[src/rtl/dllp_tx_scheduler.sv]
// dllp_tx_scheduler
// -----------------------------------------------------------------------------
// Owns the Data Link Layer transmit slot toward the PIPE framer. Each pclk
// carries at most one DLLP or one TLP beat. Sequences the DL control state
// (Inactive -> InitFC1 -> InitFC2 -> Active). In Active it arbitrates
// Ack/Nak > UpdateFC > TLP, with a starvation guard for waiting TLPs.
//
// Reset: rst_n is asynchronous and ACTIVE-HIGH (rst_n = 1 holds reset).
// Every output is registered: a decision taken before edge N shows after N.
//
// Optional build macro: DLLP_TX_STATS_EN enables saturating 16-bit Ack, Nak
// and UpdateFC counters on stat_*_o. Without it those outputs are tied to 0.
//
// Ports
//   pclk, rst_n          clock, reset
//   link_up_i            physical link in L0
//   rx_fc1_i[2:0]        {Cpl,NP,P} InitFC1/InitFC2 received pulses
//   rx_fc2_i             InitFC2/UpdateFC/TLP received pulse
//   fc_hdr_i, fc_data_i  advertised credits, {Cpl,NP,P} packed
//   updfc_req_i[2:0]     per-type UpdateFC request levels
//   ack_req_i/ack_nak_i/ack_seq_i   Ack/Nak request, type, sequence
//   ack_done_o, updfc_done_o        pulse in the cycle the DLLP is presented
//   tlp_req_i, tlp_last_i, tlp_gnt_o   TLP beat handshake
//   dllp_valid_o, dllp_o  DLLP body (pre-CRC16)
//   dl_state_o, dl_up_o   DL control state
//   stat_ack_o, stat_nak_o, stat_updfc_o   statistics
// -----------------------------------------------------------------------------
module dllp_tx_scheduler #(
  parameter int UPDFC_PERIOD   = 1024,
  parameter int INITFC_GAP     = 8,
  parameter int MAX_DLLP_BURST = 4
) (
  input  logic        pclk,
  input  logic        rst_n,
  input  logic        link_up_i,
  input  logic [2:0]  rx_fc1_i,
  input  logic        rx_fc2_i,
  input  logic [23:0] fc_hdr_i,
  input  logic [35:0] fc_data_i,
  input  logic [2:0]  updfc_req_i,
  input  logic        ack_req_i,
  input  logic        ack_nak_i,
  input  logic [11:0] ack_seq_i,
  output logic        ack_done_o,
  output logic [2:0]  updfc_done_o,
  input  logic        tlp_req_i,
  input  logic        tlp_last_i,
  output logic        tlp_gnt_o,
  output logic        dllp_valid_o,
  output logic [31:0] dllp_o,
  output logic [1:0]  dl_state_o,
  output logic        dl_up_o,
  output logic [15:0] stat_ack_o,
  output logic [15:0] stat_nak_o,
  output logic [15:0] stat_updfc_o
);

  typedef enum logic [1:0] {
    S_INACTIVE = 2'd0,
    S_INITFC1  = 2'd1,
    S_INITFC2  = 2'd2,
    S_ACTIVE   = 2'd3
  } dl_state_t;

  // Cadence counter: 0..2 send the P/NP/Cpl triple, 3..INITFC_GAP+2 are idle.
  localparam int                CAD_W    = $clog2(INITFC_GAP + 3);
  localparam logic [CAD_W-1:0]  CAD_ZERO = CAD_W'(0);
  localparam logic [CAD_W-1:0]  CAD_ONE  = CAD_W'(1);
  localparam logic [CAD_W-1:0]  CAD_CPL  = CAD_W'(2);
  localparam logic [CAD_W-1:0]  CAD_LAST = CAD_W'(INITFC_GAP + 2);
  localparam int                TMR_W    = $clog2(UPDFC_PERIOD);
  localparam logic [TMR_W-1:0]  TMR_ZERO = TMR_W'(0);
  localparam logic [TMR_W-1:0]  TMR_ONE  = TMR_W'(1);
  localparam logic [TMR_W-1:0]  TMR_LAST = TMR_W'(UPDFC_PERIOD - 1);
  localparam int                BST_W    = $clog2(MAX_DLLP_BURST + 1);
  localparam logic [BST_W-1:0]  BST_ZERO = BST_W'(0);
  localparam logic [BST_W-1:0]  BST_ONE  = BST_W'(1);
  localparam logic [BST_W-1:0]  BST_MAX  = BST_W'(MAX_DLLP_BURST);

  // Flow-control DLLP body; idx 0/1/2 = P/NP/Cpl, type nibble steps by 0x10.
  function automatic logic [31:0] fc_dllp(input logic [7:0] base, input logic [1:0] idx,
                                          input logic [23:0] hdr, input logic [35:0] data);
    logic [7:0]  t;
    logic [7:0]  h;
    logic [11:0] d;
    case (idx)
      2'd0:    begin t = base;         h = hdr[7:0];   d = data[11:0];  end
      2'd1:    begin t = base | 8'h10; h = hdr[15:8];  d = data[23:12]; end
      2'd2:    begin t = base | 8'h20; h = hdr[23:16]; d = data[35:24]; end
      default: begin t = base;         h = 8'h00;      d = 12'h000;     end
    endcase
    return {t, 2'b00, h, 2'b00, d};
  endfunction

  // Ack (0x00) / Nak (0x10) DLLP body.
  function automatic logic [31:0] ack_dllp(input logic nak, input logic [11:0] seq);
    return {(nak ? 8'h10 : 8'h00), 12'h000, seq};
  endfunction

  dl_state_t        state_r, state_s;
  logic [CAD_W-1:0] cad_r, cad_s;
  logic [2:0]       fl1_r, fl1_s;
  logic             fi2_r, fi2_s;
  logic [2:0]       pend_r, pend_s;
  logic [TMR_W-1:0] timer_r, timer_s;
  logic [BST_W-1:0] burst_r, burst_s;
  logic             tlp_open_r, tlp_open_s;
  logic             dllp_valid_r, dllp_valid_s;
  logic [31:0]      dllp_r, dllp_s;
  logic             tlp_gnt_r, tlp_gnt_s;
  logic             ack_done_r, ack_done_s;
  logic [2:0]       updfc_done_r, updfc_done_s;
  logic             ack_want_s;
  logic [2:0]       upd_want_s;
  logic [2:0]       upd_served_s;
  logic [1:0]       upd_idx_s;
  logic [BST_W-1:0] burst_inc_s;

  // A request whose done pulse is on the bus right now is the one just served;
  // the requester only drops its level at the next edge, so mask it here.
  assign ack_want_s  = ack_req_i & ~ack_done_r;
  assign upd_want_s  = (updfc_req_i & ~updfc_done_r) | pend_r;
  assign burst_inc_s = (tlp_req_i == 1'b0) ? BST_ZERO :
                       (burst_r < BST_MAX) ? burst_r + BST_ONE : burst_r;

  // Next-state, arbitration and next-output logic.
  always_comb begin
    state_s      = state_r;
    cad_s        = cad_r;
    fl1_s        = fl1_r | rx_fc1_i;
    fi2_s        = fi2_r | rx_fc2_i;
    pend_s       = pend_r;
    timer_s      = timer_r;
    burst_s      = burst_r;
    tlp_open_s   = tlp_open_r;
    dllp_valid_s = 1'b0;
    dllp_s       = 32'h0000_0000;
    tlp_gnt_s    = 1'b0;
    ack_done_s   = 1'b0;
    updfc_done_s = 3'b000;
    upd_served_s = 3'b000;
    upd_idx_s    = 2'd0;
    if (!link_up_i) begin
      // Link loss: drop everything, including an open TLP.
      state_s    = S_INACTIVE;
      cad_s      = CAD_ZERO;
      fl1_s      = 3'b000;
      fi2_s      = 1'b0;
      pend_s     = 3'b000;
      timer_s    = TMR_ZERO;
      burst_s    = BST_ZERO;
      tlp_open_s = 1'b0;
    end else begin
      case (state_r)
        S_INACTIVE: begin
          state_s = S_INITFC1;
          cad_s   = CAD_ZERO;
        end
        S_INITFC1, S_INITFC2: begin
          if (cad_r <= CAD_CPL) begin
            dllp_valid_s = 1'b1;
            dllp_s = fc_dllp((state_r == S_INITFC1) ? 8'h40 : 8'hC0, cad_r[1:0], fc_hdr_i, fc_data_i);
          end else begin
            dllp_valid_s = 1'b0;
          end
          if (cad_r == CAD_LAST) begin
            cad_s = CAD_ZERO;
          end else begin
            cad_s = cad_r + CAD_ONE;
          end
          // Leave only once the Cpl DLLP of the triple is going out.
          if (cad_r == CAD_CPL) begin
            if ((state_r == S_INITFC1) && (&fl1_s)) begin
              state_s = S_INITFC2;
              cad_s   = CAD_ZERO;
            end else if ((state_r == S_INITFC2) && fi2_s) begin
              state_s = S_ACTIVE;
              cad_s   = CAD_ZERO;
            end else begin
              state_s = state_r;
            end
          end else begin
            state_s = state_r;
          end
        end
        S_ACTIVE: begin
          if (timer_r == TMR_LAST) begin
            timer_s = TMR_ZERO;
          end else begin
            timer_s = timer_r + TMR_ONE;
          end
          if (upd_want_s[0]) begin
            upd_idx_s = 2'd0;
          end else if (upd_want_s[1]) begin
            upd_idx_s = 2'd1;
          end else begin
            upd_idx_s = 2'd2;
          end
          if (tlp_open_r) begin
            // Non-preemptive TLP: a low tlp_req_i is an idle slot it still owns.
            if (tlp_req_i) begin
              tlp_gnt_s  = 1'b1;
              tlp_open_s = ~tlp_last_i;
            end else begin
              tlp_gnt_s  = 1'b0;
            end
            burst_s = BST_ZERO;
          end else if (tlp_req_i && (burst_r >= BST_MAX)) begin
            tlp_gnt_s  = 1'b1;
            tlp_open_s = ~tlp_last_i;
            burst_s    = BST_ZERO;
          end else if (ack_want_s) begin
            dllp_valid_s = 1'b1;
            dllp_s       = ack_dllp(ack_nak_i, ack_seq_i);
            ack_done_s   = 1'b1;
            burst_s      = burst_inc_s;
          end else if (|upd_want_s) begin
            dllp_valid_s = 1'b1;
            dllp_s       = fc_dllp(8'h80, upd_idx_s, fc_hdr_i, fc_data_i);
            upd_served_s = 3'b001 << upd_idx_s;
            updfc_done_s = upd_served_s;
            burst_s      = burst_inc_s;
          end else if (tlp_req_i) begin
            tlp_gnt_s  = 1'b1;
            tlp_open_s = ~tlp_last_i;
            burst_s    = BST_ZERO;
          end else begin
            burst_s = BST_ZERO;
          end
          // A new timer round wins over clearing the type just served.
          pend_s = (pend_r & ~upd_served_s) | ((timer_r == TMR_LAST) ? 3'b111 : 3'b000);
        end
        default: begin
          state_s = S_INACTIVE;
        end
      endcase
    end
  end

  // State, bookkeeping and registered outputs.
  always_ff @(posedge pclk or posedge rst_n) begin
    if (rst_n) begin
      state_r      <= S_INACTIVE;
      cad_r        <= CAD_ZERO;
      fl1_r        <= 3'b000;
      fi2_r        <= 1'b0;
      pend_r       <= 3'b000;
      timer_r      <= TMR_ZERO;
      burst_r      <= BST_ZERO;
      tlp_open_r   <= 1'b0;
      dllp_valid_r <= 1'b0;
      dllp_r       <= 32'h0000_0000;
      tlp_gnt_r    <= 1'b0;
      ack_done_r   <= 1'b0;
      updfc_done_r <= 3'b000;
    end else begin
      state_r      <= state_s;
      cad_r        <= cad_s;
      fl1_r        <= fl1_s;
      fi2_r        <= fi2_s;
      pend_r       <= pend_s;
      timer_r      <= timer_s;
      burst_r      <= burst_s;
      tlp_open_r   <= tlp_open_s;
      dllp_valid_r <= dllp_valid_s;
      dllp_r       <= dllp_s;
      tlp_gnt_r    <= tlp_gnt_s;
      ack_done_r   <= ack_done_s;
      updfc_done_r <= updfc_done_s;
    end
  end

  assign dllp_valid_o = dllp_valid_r;
  assign dllp_o       = dllp_r;
  assign tlp_gnt_o    = tlp_gnt_r;
  assign ack_done_o   = ack_done_r;
  assign updfc_done_o = updfc_done_r;
  assign dl_state_o   = state_r;
  assign dl_up_o      = (state_r == S_ACTIVE);

`ifdef DLLP_TX_STATS_EN
  logic [15:0] stat_ack_r, stat_nak_r, stat_upd_r;
  logic        sent_ack_s, sent_nak_s, sent_upd_s;

  assign sent_ack_s = ack_done_s & ~ack_nak_i;
  assign sent_nak_s = ack_done_s & ack_nak_i;
  assign sent_upd_s = |updfc_done_s;

  // Saturating DLLP counters, restarted whenever the link falls to Inactive.
  always_ff @(posedge pclk or posedge rst_n) begin
    if (rst_n) begin
      stat_ack_r <= 16'h0000;
      stat_nak_r <= 16'h0000;
      stat_upd_r <= 16'h0000;
    end else if (state_s == S_INACTIVE) begin
      stat_ack_r <= 16'h0000;
      stat_nak_r <= 16'h0000;
      stat_upd_r <= 16'h0000;
    end else begin
      if (sent_ack_s && (stat_ack_r != 16'hFFFF)) stat_ack_r <= stat_ack_r + 16'd1;
      if (sent_nak_s && (stat_nak_r != 16'hFFFF)) stat_nak_r <= stat_nak_r + 16'd1;
      if (sent_upd_s && (stat_upd_r != 16'hFFFF)) stat_upd_r <= stat_upd_r + 16'd1;
    end
  end

  assign stat_ack_o   = stat_ack_r;
  assign stat_nak_o   = stat_nak_r;
  assign stat_updfc_o = stat_upd_r;
`else
  assign stat_ack_o   = 16'h0000;
  assign stat_nak_o   = 16'h0000;
  assign stat_updfc_o = 16'h0000;
`endif

endmodule

[config.mk]
export PLATFORM = sky130hd
export DESIGN_NAME = dllp_tx_scheduler
export DESIGN_NICKNAME = d
export VERILOG_FILES = /design/src/rtl/dllp_tx_scheduler.sv
export SDC_FILE = /design/constraint.sdc
export NUM_CORES = 1
export LEC_CHECK = 0
export BUFFER_PORTS_ARGS = -buffer_cell sky130_fd_sc_hd__buf_2
export CAP_MARGIN = 25
export CORE_MARGIN = 1.5
export CORE_UTILIZATION = 38
export DETAILED_ROUTE_END_ITERATION = 12
export PLACE_DENSITY = 0.69
export SYNTH_ARGS = -nofsm -noshare
export SYNTH_HDL_FRONTEND = slang
export SYNTH_SLANG_ARGS = --single-unit
[constraint.sdc]
create_clock -name pclk -period 1.65 [get_ports pclk]
set_input_delay 0.0825 -clock pclk [delete_from_list [all_inputs] [get_ports pclk]]
set_output_delay 0.0825 -clock pclk [all_outputs]
set_load 0.01 [all_outputs]
==> After elaboration in Yosys (flattened, before gate mapping) <==
Cells that the tools add are included.
{ "word_totals": {"n_memories": 0, "romBits": 0, "out_inout_bits": 89, "ramBits": 0, "ff_bits": 65, "latchBits": 0} }
{ "classes": {"n_shift": 1, "eq_ne": 14, "div_mod_pow": 0, "reduce_logical": 10, "add_sub_neg": 3, "muxes": 81, "mul": 0, "order_cmp": 3, "bitwise": 11} }
{ "ops": {"columns": ["op", "n"], "rows": [
  ["two-way mux 32 bit", 6],
  ["one-hot mux 12 bit (3 select lines)", 2],
  ["one-hot mux 32 bit (2 select lines)", 1],
  ["two-way mux 3 bit", 20],
  ["one-hot mux 8 bit (3 select lines)", 2],
  ["two-way mux 10 bit", 3],
  ["two-way mux 1 bit", 27],
  ["one-hot mux 6 bit (2 select lines)", 2],
  ["two-way mux 4 bit", 5],
  ["two-way mux 2 bit", 8],
  ["adder 10 x 1 -> 10 bit, second input constant", 1],
  ["equality test 10 bit, second input constant", 1],
  ["bitwise OR 3 bit", 3],
  ["equality test 2 bit, second input constant", 4],
  ["two-way mux 8 bit", 1],
  ["one-hot mux 4 bit (2 select lines)", 1],
  ["AND 3 bit", 2],
  ["equality test 2 x 1 -> 1 bit, second input constant", 3],
  ["zero test 2 bit", 3],
  ["NOT 3 bit", 2],
  ["AND reduction 3 bit", 2],
  ["two-way mux 5 bit", 1],
  ["adder 4 x 1 -> 4 bit, second input constant", 1],
  ["equality test 4 x 2 -> 1 bit, second input constant", 1],
  ["18 further kinds", 21]
]} }

==> Logic depth before layout (Yosys ltp) <==
Gate-level depths: netlist of run 1.
{ "depth": {"word_depth": 19, "ltp_mapped": 8, "depth_no_buf": 7} }

==> Worst setup path after synthesis of run 1 <==
Ideal clock, no wire load.
{ "synth_path": {"kind": "flip-flop to flip-flop", "startpoint": "register state_r[0] (netlist: dl_state_o[0])", "endpoint": "register dllp_r[10] (netlist: dllp_o[10])", "synth_period_minus_slack_ps": 1811, "stages_incl_launch_ff": 7, "required_time_ps": 1546, "arrival_ps": 1707, "path_slack_ps": -161, "n_path_buf": 1, "cell_sequence": "dfrtp_1 > ha_1 > nand2b_4 > nand3b_4 > a311o_1 > buf_6 > o311ai_1"} }
{ "synth_lines": {"columns": ["element", "line", "rtl"], "rows": [
  ["start: declaration", "100", "dl_state_t state_r, state_s;"],
  ["start signal: assignment", "257", "state_r <= state_s;"],
  ["equality test 2 bit", null, null],
  ["named net dl_up_o", "52", "output logic dl_up_o,"],
  ["one-hot mux 32 bit (2 select lines)", "154", "case (state_r)"],
  ["two-way mux 32 bit", "143", "if (!link_up_i) begin"],
  ["named net dllp_s[10]", "109", "logic [31:0] dllp_r, dllp_s;"],
  ["end signal: assignment", "266", "dllp_r <= dllp_s;"],
  ["end: declaration", "109", null]
]} }
The timed path passes the listed nets, and every way through them passes these cells.
A chain may end at the register's enable or synchronous reset.

==> Worst setup path in the final report of run 1 <==
{ "layout_path": {"startpoint": "register state_r[1] (netlist: dl_state_o[1])", "endpoint": "register dllp_r[18] (netlist: dllp_o[18])"} }
{ "layout_via": {"elab_chain_cells": 4} }
{ "layout_rtl": {"columns": ["element", "line"], "rows": [
  ["equality test 2 x 1 -> 1 bit or equality test 2 bit (tied branches)", "154"],
  ["OR reduction 2 bit", "154"],
  ["one-hot mux 32 bit (2 select lines) *", "154"],
  ["two-way mux 32 bit *", "143"],
  ["named net dllp_s[18]", "109"]
]} }
Mark *: on every way through the listed nets, which the timed path passes. The rest lies on a longest branch.

==> flow_summary.toml, run 1 <==
[status]
status = "complete, but fails checks"
failed_checks = "negative setup slack"

[synth]
yosysUniqueCellTypes = 54
synthCells = 462
synth_xor_area_share_pct = 1.082
avgSynthCellArea_um2 = 8.761
synth_edf_count = 0
synth_area_leader_cell = "dfrtp_1"
ys_top_cells_by_area = "dfrtp_1, buf_4, mux2i_1"
synth.cell_area_mm2 = 0.004048
synthArstFlopShare_pct = 100.0
synth_top_family_by_area = "simple AND/OR/NAND/NOR gates"
synth-warning-count = 0
ys_ff_latch = 57
synth_simple_gate_area_share_pct = 23.00
synth_top_area_share_pct = 35.24
synth_compound_area_share_pct = 19.23
ys_seq_area_share_pct = 35.24
yosys.area_share.adder_pct = 1.855
muxShareOfSynthArea_pct = 4.946
synth-main-ff-cell = "dfrtp_1"

[timing]
fin_crit_ns = 1.754
hold_violations = 0
setup_tns_ns = -1.440
timing.fmax_mhz = 570.0
fin_crit_sh_pct = 106.3
setup_viol = 21
finalWorstSetupSlack_ns = -0.1043
rsz0062_at_grt = "true"
drv_slew = 0
finClkSkew_ns = 0.005915

[clock_network]
clkTransAtPathRegs_ns = 0.06
htree_levels = 3
root_buffer = "clkbuf_8"
cts_sinks = 57
cts_buffer_depth = 2
clock_latency_ns = 0.34
cts_tree = "done"
numCtsBuffers = 9

[route]
num_vias = 4026
drc = 0
wl_per_cell_um = 16.34
routed_wl_um = 12430
vias_per_cell = 5.290
dr.pass1.iters = 4
dr.first_iter.drc_count = 245
drtAntennaViolNets = 0

[min_path]
worst_hold_startpoint = "ack_seq_i[0]"
holdPathStages = 3
worst_hold_path_type = "in2reg"
hold_end = "dllp_o[0]$_DFF_PP0_"

[layout]
layout-drive-gt1-share_pct = 39.36
areaGrowthSynthToFinish_pct = 40.06
fillers = 888
layout_commonest_cell = "buf_2"
antenna_cells = 0
design_area_mm2 = 0.005669
nets = 713
final_cell_mix = "buf_2, conb_1, dfrtp_1, nor2_1, buf_4"

[power]
leakagePower_nw = 2.691
powerDensity_mw_per_mm2 = 622.6
ir_drop_mv = 0.2948

[floorplan]
ios = 175
core_mm2 = 0.01032
start_util_pct = 39.21
row_count = 37
chipHeight_um = 106.2
die_area_mm2 = 0.01128
fp.dieW_um = 106.2

[worst_setup_path]
r2r_setup_slack_ns = -0.10
worstPathArrival_ns = 2.01
critPathKind = "reg2reg"
cp-end-kind = "flip-flop"
reg2reg_to = "dllp_o[18]$_DFF_PP0_"
critPathMaxFanout = 6
rr_worst_depth = 6
r2r_start = "dl_state_o[1]$_DFFE_PP0P_"
critPathLaunchType = "flip-flop"
crit_required_ns = 1.90

[placed_design]
place_congestion = 0.8318
hpwl_um = 8715
post_dp_cell_area_mm2 = 0.004940
io_buffers = 118

[global_route]
grt_overflow_total = 0
grt_pass1_wl_um = 19310
grt_pass1_vias = 3998
grt_max_degree = 57
antenna_found_initial = 0
grt_usage_pct = 21.76

[flow_run]
max-cap-violations = 0
-- how the worst max path moves through the flow --
| stage | start | to | slack [ns] | cells after the start |
|---|---|---|---|---|
| 4_1_cts | dl_state_o[1]$_DFFE_PP0P_ | dllp_o[8]$_DFF_PP0_ | -0.1 | 6 |
| 3_5_place_dp | dl_state_o[1]$_DFFE_PP0P_ | dllp_o[29]$_DFF_PP0_ | -0.10 | 6 |
| 6_report | dl_state_o[1]$_DFFE_PP0P_ | dllp_o[18]$_DFF_PP0_ | -0.10 | 6 |
| 3_3_place_gp | dl_state_o[1]$_DFFE_PP0P_ | dllp_o[29]$_DFF_PP0_ | -0.05 | 6 |
| 2_1_floorplan | dl_state_o[1]$_DFFE_PP0P_ | dllp_o[10]$_DFF_PP0_ | -0.04 | 6 |
| 5_1_grt | dl_state_o[0]$_DFFE_PP0P_ | dllp_o[18]$_DFF_PP0_ | -0.18 | 6 |
-- cells by family after synthesis --
logic type / after synthesis
muxes: 20
adders and majority gates: 6
and+or+nand+nor: 168
DFF: 57
buffers and inverters: 95
xor gates and xnor gates: 5
other: 1
AOI/OAI and AO/OA: 110
-- critical path, stage by stage (launching register included) --
cell and delay, ns:
dfrtp_2 0.40, ha_4 0.15, nand2b_4 0.05, nand3b_4 0.15, a311o_2 0.47, clkbuf_16 0.20
o32ai_4 0.24
-- sequential cells by signal, indices dropped and copies added (netlist names) --
name / cells
dllp_o: 24
timer_r: 10
cad_r: 4
burst_r: 3
fl1_r: 3
pend_r: 3
updfc_done_o: 3
dl_state_o: 2
ack_done_o: 1
dllp_valid_o: 1
fi2_r: 1
tlp_gnt_o: 1
tlp_open_r: 1
-- cell type report --
class                      instances  area [um2]  share of cell area (%)
multi-input combinational        365        2684                   47.34
timing repair buffer             181        1180                   20.81
sequential                        57        1429                   25.20
tap                              136       170.2                   3.002
clock inverter                     3       15.01                  0.2648
inverter                           7       26.28                  0.4635
clock buffer                      12       165.2                   2.913
-- layer usage --
| layer | up-vias | routed length [um] | track usage, % |
|---|---|---|---|
| met4 | 0 | 318 | 11.20 |
| li1 | 1870 | - | - |
| met1 | 1936 | 5314 | 27.22 |
| met5 | - | 0 | 0 |
| met3 | 29 | 852 | 3.863 |
| met2 | 191 | 5947 | 35.81 |
-- through the flow --
step                hold slack [ns]  setup WS (ns)  power, mW  std cells  util (%)
floorplan                    0.2131       -0.04063      1.975        517         -
global placement           -0.05841       -0.04861      2.193        732     47.85
detailed placement         -0.05469        -0.1007      2.206        732     47.85
CTS                        0.001306       -0.09786      3.497        761     52.79
global route                0.02405        -0.1760      3.722        761     54.91
finish                      0.01011        -0.1043      3.529        761     54.91
-- cell usage after synthesis (3+ instances only) --
library cell,n
a211oi_1,20
a21boi_0,6
a21oi_1,13
and2_1,17
and3_1,3
and4_1,3
buf_2,6
buf_4,56
clkbuf_1,23
dfrtp_1,57
ha_1,6
inv_1,7
mux2i_1,20
nand2_1,17
nand2b_1,6
nand3_1,18
nand3b_1,3
nand4_1,6
nor2_1,53
nor2b_1,4
nor3_1,3
nor3b_1,23
o21a_1,6
o21ai_0,27
o311ai_0,3
o311ai_1,10
o32ai_1,8
xor2_1,5
-- repair_timing --
action	in CTS	in global routing
hold buffers	10	0
endpoints found under the hold margin	66	0
setup endpoints to repair	23	35
gates resized for setup	30	51
buffers inserted	3	1
pin swaps	17	18
cloned	1	0
-- power by group --
| part | internal (mW) | switching (mW) | total, mW |
|---|---|---|---|
| clock network | 0.651 | 0.562 | 1.21 |
| logic | 0.375 | 0.491 | 0.866 |
| registers | 1.43 | 0.0195 | 1.45 |
| total | 2.46 | 1.07 | 3.53 |
Power figures use the tool's default switching activity.
==> run 2, diff against run 1 <==
- RECOVER_POWER: not set -> 50
==> run 2 against run 1 <==
Compared with the run above: the flow still finishes with violations (negative setup slack); fmax is 0.20% lower; routed wire length is 0.23% higher; final cell count stayed put; highest routed layer unchanged; critical path type unchanged; critical path depth stayed put; final area is 0.26% lower; clock skew hardly changed.
==> flow_summary.toml, run 2 (synthesis gave the netlist of run 1 again) <==
[status]
status = "complete, but fails checks"
failed_checks = "negative setup slack"

[floorplan]
chipHeight_um = 106.2
core_mm2 = 0.01032
ios = 175
start_util_pct = 39.21
die_area_mm2 = 0.01128
row_count = 37
fp.dieW_um = 106.2

[layout]
areaGrowthSynthToFinish_pct = 39.69
final_cell_mix = "buf_2, conb_1, dfrtp_1, nor2_1, buf_4"
layout-drive-gt1-share_pct = 38.88
largest_reg_flops = 24
layout_commonest_cell = "buf_2"
final_cell_count_no_fill = 761
nets = 713
fillers = 888
antenna_cells = 0

[worst_setup_path]
r2r_setup_slack_ns = -0.11
critPathMaxFanout = 6
critPathLaunchType = "flip-flop"
crit_required_ns = 1.90
worstPathArrival_ns = 2.01
r2r_start = "dl_state_o[1]$_DFFE_PP0P_"
cp-end-kind = "flip-flop"
reg2reg_to = "dllp_o[18]$_DFF_PP0_"
crit_end = "dllp_o[18]$_DFF_PP0_"
critPathKind = "reg2reg"
cp-startpoint = "dl_state_o[1]$_DFFE_PP0P_"
rr_worst_depth = 6

[clock_network]
cts_sinks = 57
clkTransAtPathRegs_ns = 0.07
clock_latency_ns = 0.34
numCtsBuffers = 9
root_buffer = "clkbuf_8"
htree_levels = 3
cts_tree = "done"
cts_buffer_depth = 2

[timing]
hold_violations = 0
timing.fmax_mhz = 568.9
finClkSkew_ns = 0.006173
drv_slew = 0
fin_hold_ws_ns = 0.008056
setup_viol = 21
max_slew.worst_pin.slew_ns = 0.7845
rsz0062_at_grt = "true"
maxSlewHeadroom_pct = 47.70
finalWorstSetupSlack_ns = -0.1079
fin_crit_sh_pct = 106.5
fin_crit_ns = 1.758

[placed_design]
dp_slack_ns = -0.1007
io_buffers = 118
place_congestion = 0.8318
dp.cells = 732
hpwl_um = 8715

[route]
drc = 0
dr.first_iter.drc_count = 287
drtAntennaViolNets = 0
dr.pass1.iters = 4
wl_per_cell_um = 16.37
routed_wl_um = 12460
num_vias = 4016
vias_per_cell = 5.277

[global_route]
grt_pass1_vias = 3998
grt_max_degree = 57
grt_pass1_wl_um = 19310
grt_overflow_total = 0
antenna_found_initial = 0
grt_usage_pct = 21.76

[min_path]
worst_hold_path_type = "in2reg"

[power]
ir_drop_mv = 0.2961
leakagePower_nw = 2.681
powerDensity_mw_per_mm2 = 624.6

[flow_run]
max-cap-violations = 0
==> run 2: changes by cell type in the layout (fill, tap and decap cells not counted) <==
cell | previous run | this run
buf_2 | 118 | 116
clkbuf_1 | 0 | 2
buf_12 | 5 | 4
clkbuf_4 | 0 | 1
inv_1 | 4 | 5
inv_2 | 3 | 2
==> run 2: layer usage <==
metal,share of wire [%],track usage (%),up-vias,wire [um]
li1,-,-,1867,-
met1,43,27.22,1924,5300
met2,48,35.81,196,6008
met3,6.7,3.863,29,838
met4,2.5,11.20,0,312
met5,0,0,-,0
==> run 2: layout make-up <==
| type | instances | area (um2) | share of cell area (%) |
|---|---|---|---|
| repair buffers | 181 | 1165 | 20.60 |
| well taps | 136 | 170.2 | 3.010 |
| multi-input cells | 365 | 2684 | 47.47 |
| clock inverters | 3 | 15.01 | 0.2655 |
| clock buffers | 12 | 165.2 | 2.921 |
| inverters | 7 | 26.28 | 0.4647 |
| flip-flops and latches | 57 | 1429 | 25.27 |
==> run 2: how the worst min path moves through the flow <==
stage,from,end,slack (ns),cells after the start
after floorplan,rx_fc2_i,fi2_r$_DFF_PP0_,0.21,1
after global placement,rst_n,dllp_o[1]$_DFF_PP0_,-0.06,2
after detailed placement,rst_n,dllp_o[1]$_DFF_PP0_,-0.05,2
after CTS,ack_seq_i[2],dllp_o[2]$_DFF_PP0_,0.001,3
after global routing,ack_seq_i[4],dllp_o[4]$_DFF_PP0_,0.02,3
final,ack_seq_i[0],dllp_o[0]$_DFF_PP0_,0.008,3
==> run 2: through the flow <==
step / instance area [um2] / power (mW) / util [%] / setup TNS, ns
2_1_floorplan: 4320 / 1.975 / - / -0.5786
3_3_place_gp: 4940 / 2.193 / 47.85 / -0.1877
3_5_place_dp: 4940 / 2.206 / 47.85 / -0.8925
4_1_cts: 5450 / 3.497 / 52.79 / -1.423
5_1_grt: 5654 / 3.716 / 54.77 / -2.627
6_report: 5654 / 3.531 / 54.77 / -1.481
==> run 2: repair_timing <==
action | CTS | global route
setup buffers | 3 | 1
gates resized for setup | 30 | 51
endpoints found under the setup margin | 23 | 35
gates cloned | 1 | 0
hold endpoints to repair | 66 | 0
pin swaps | 17 | 18
hold buffers | 10 | 0
==> run 2: power by group <==
part           internal [mW]  switching [mW]  leakage, nW
logic                  0.371           0.491         1.80
registers               1.43          0.0197        0.782
clock network          0.651           0.568       0.0980
total                   2.45            1.08         2.68
==> run 2: worst max-delay path, cell delays in order (launching register included) <==
cell	delay (ns)
dfrtp_2	0.40
ha_4	0.15
nand2b_4	0.05
nand3b_4	0.15
a311o_2	0.47
clkbuf_16	0.20
o32ai_4	0.24
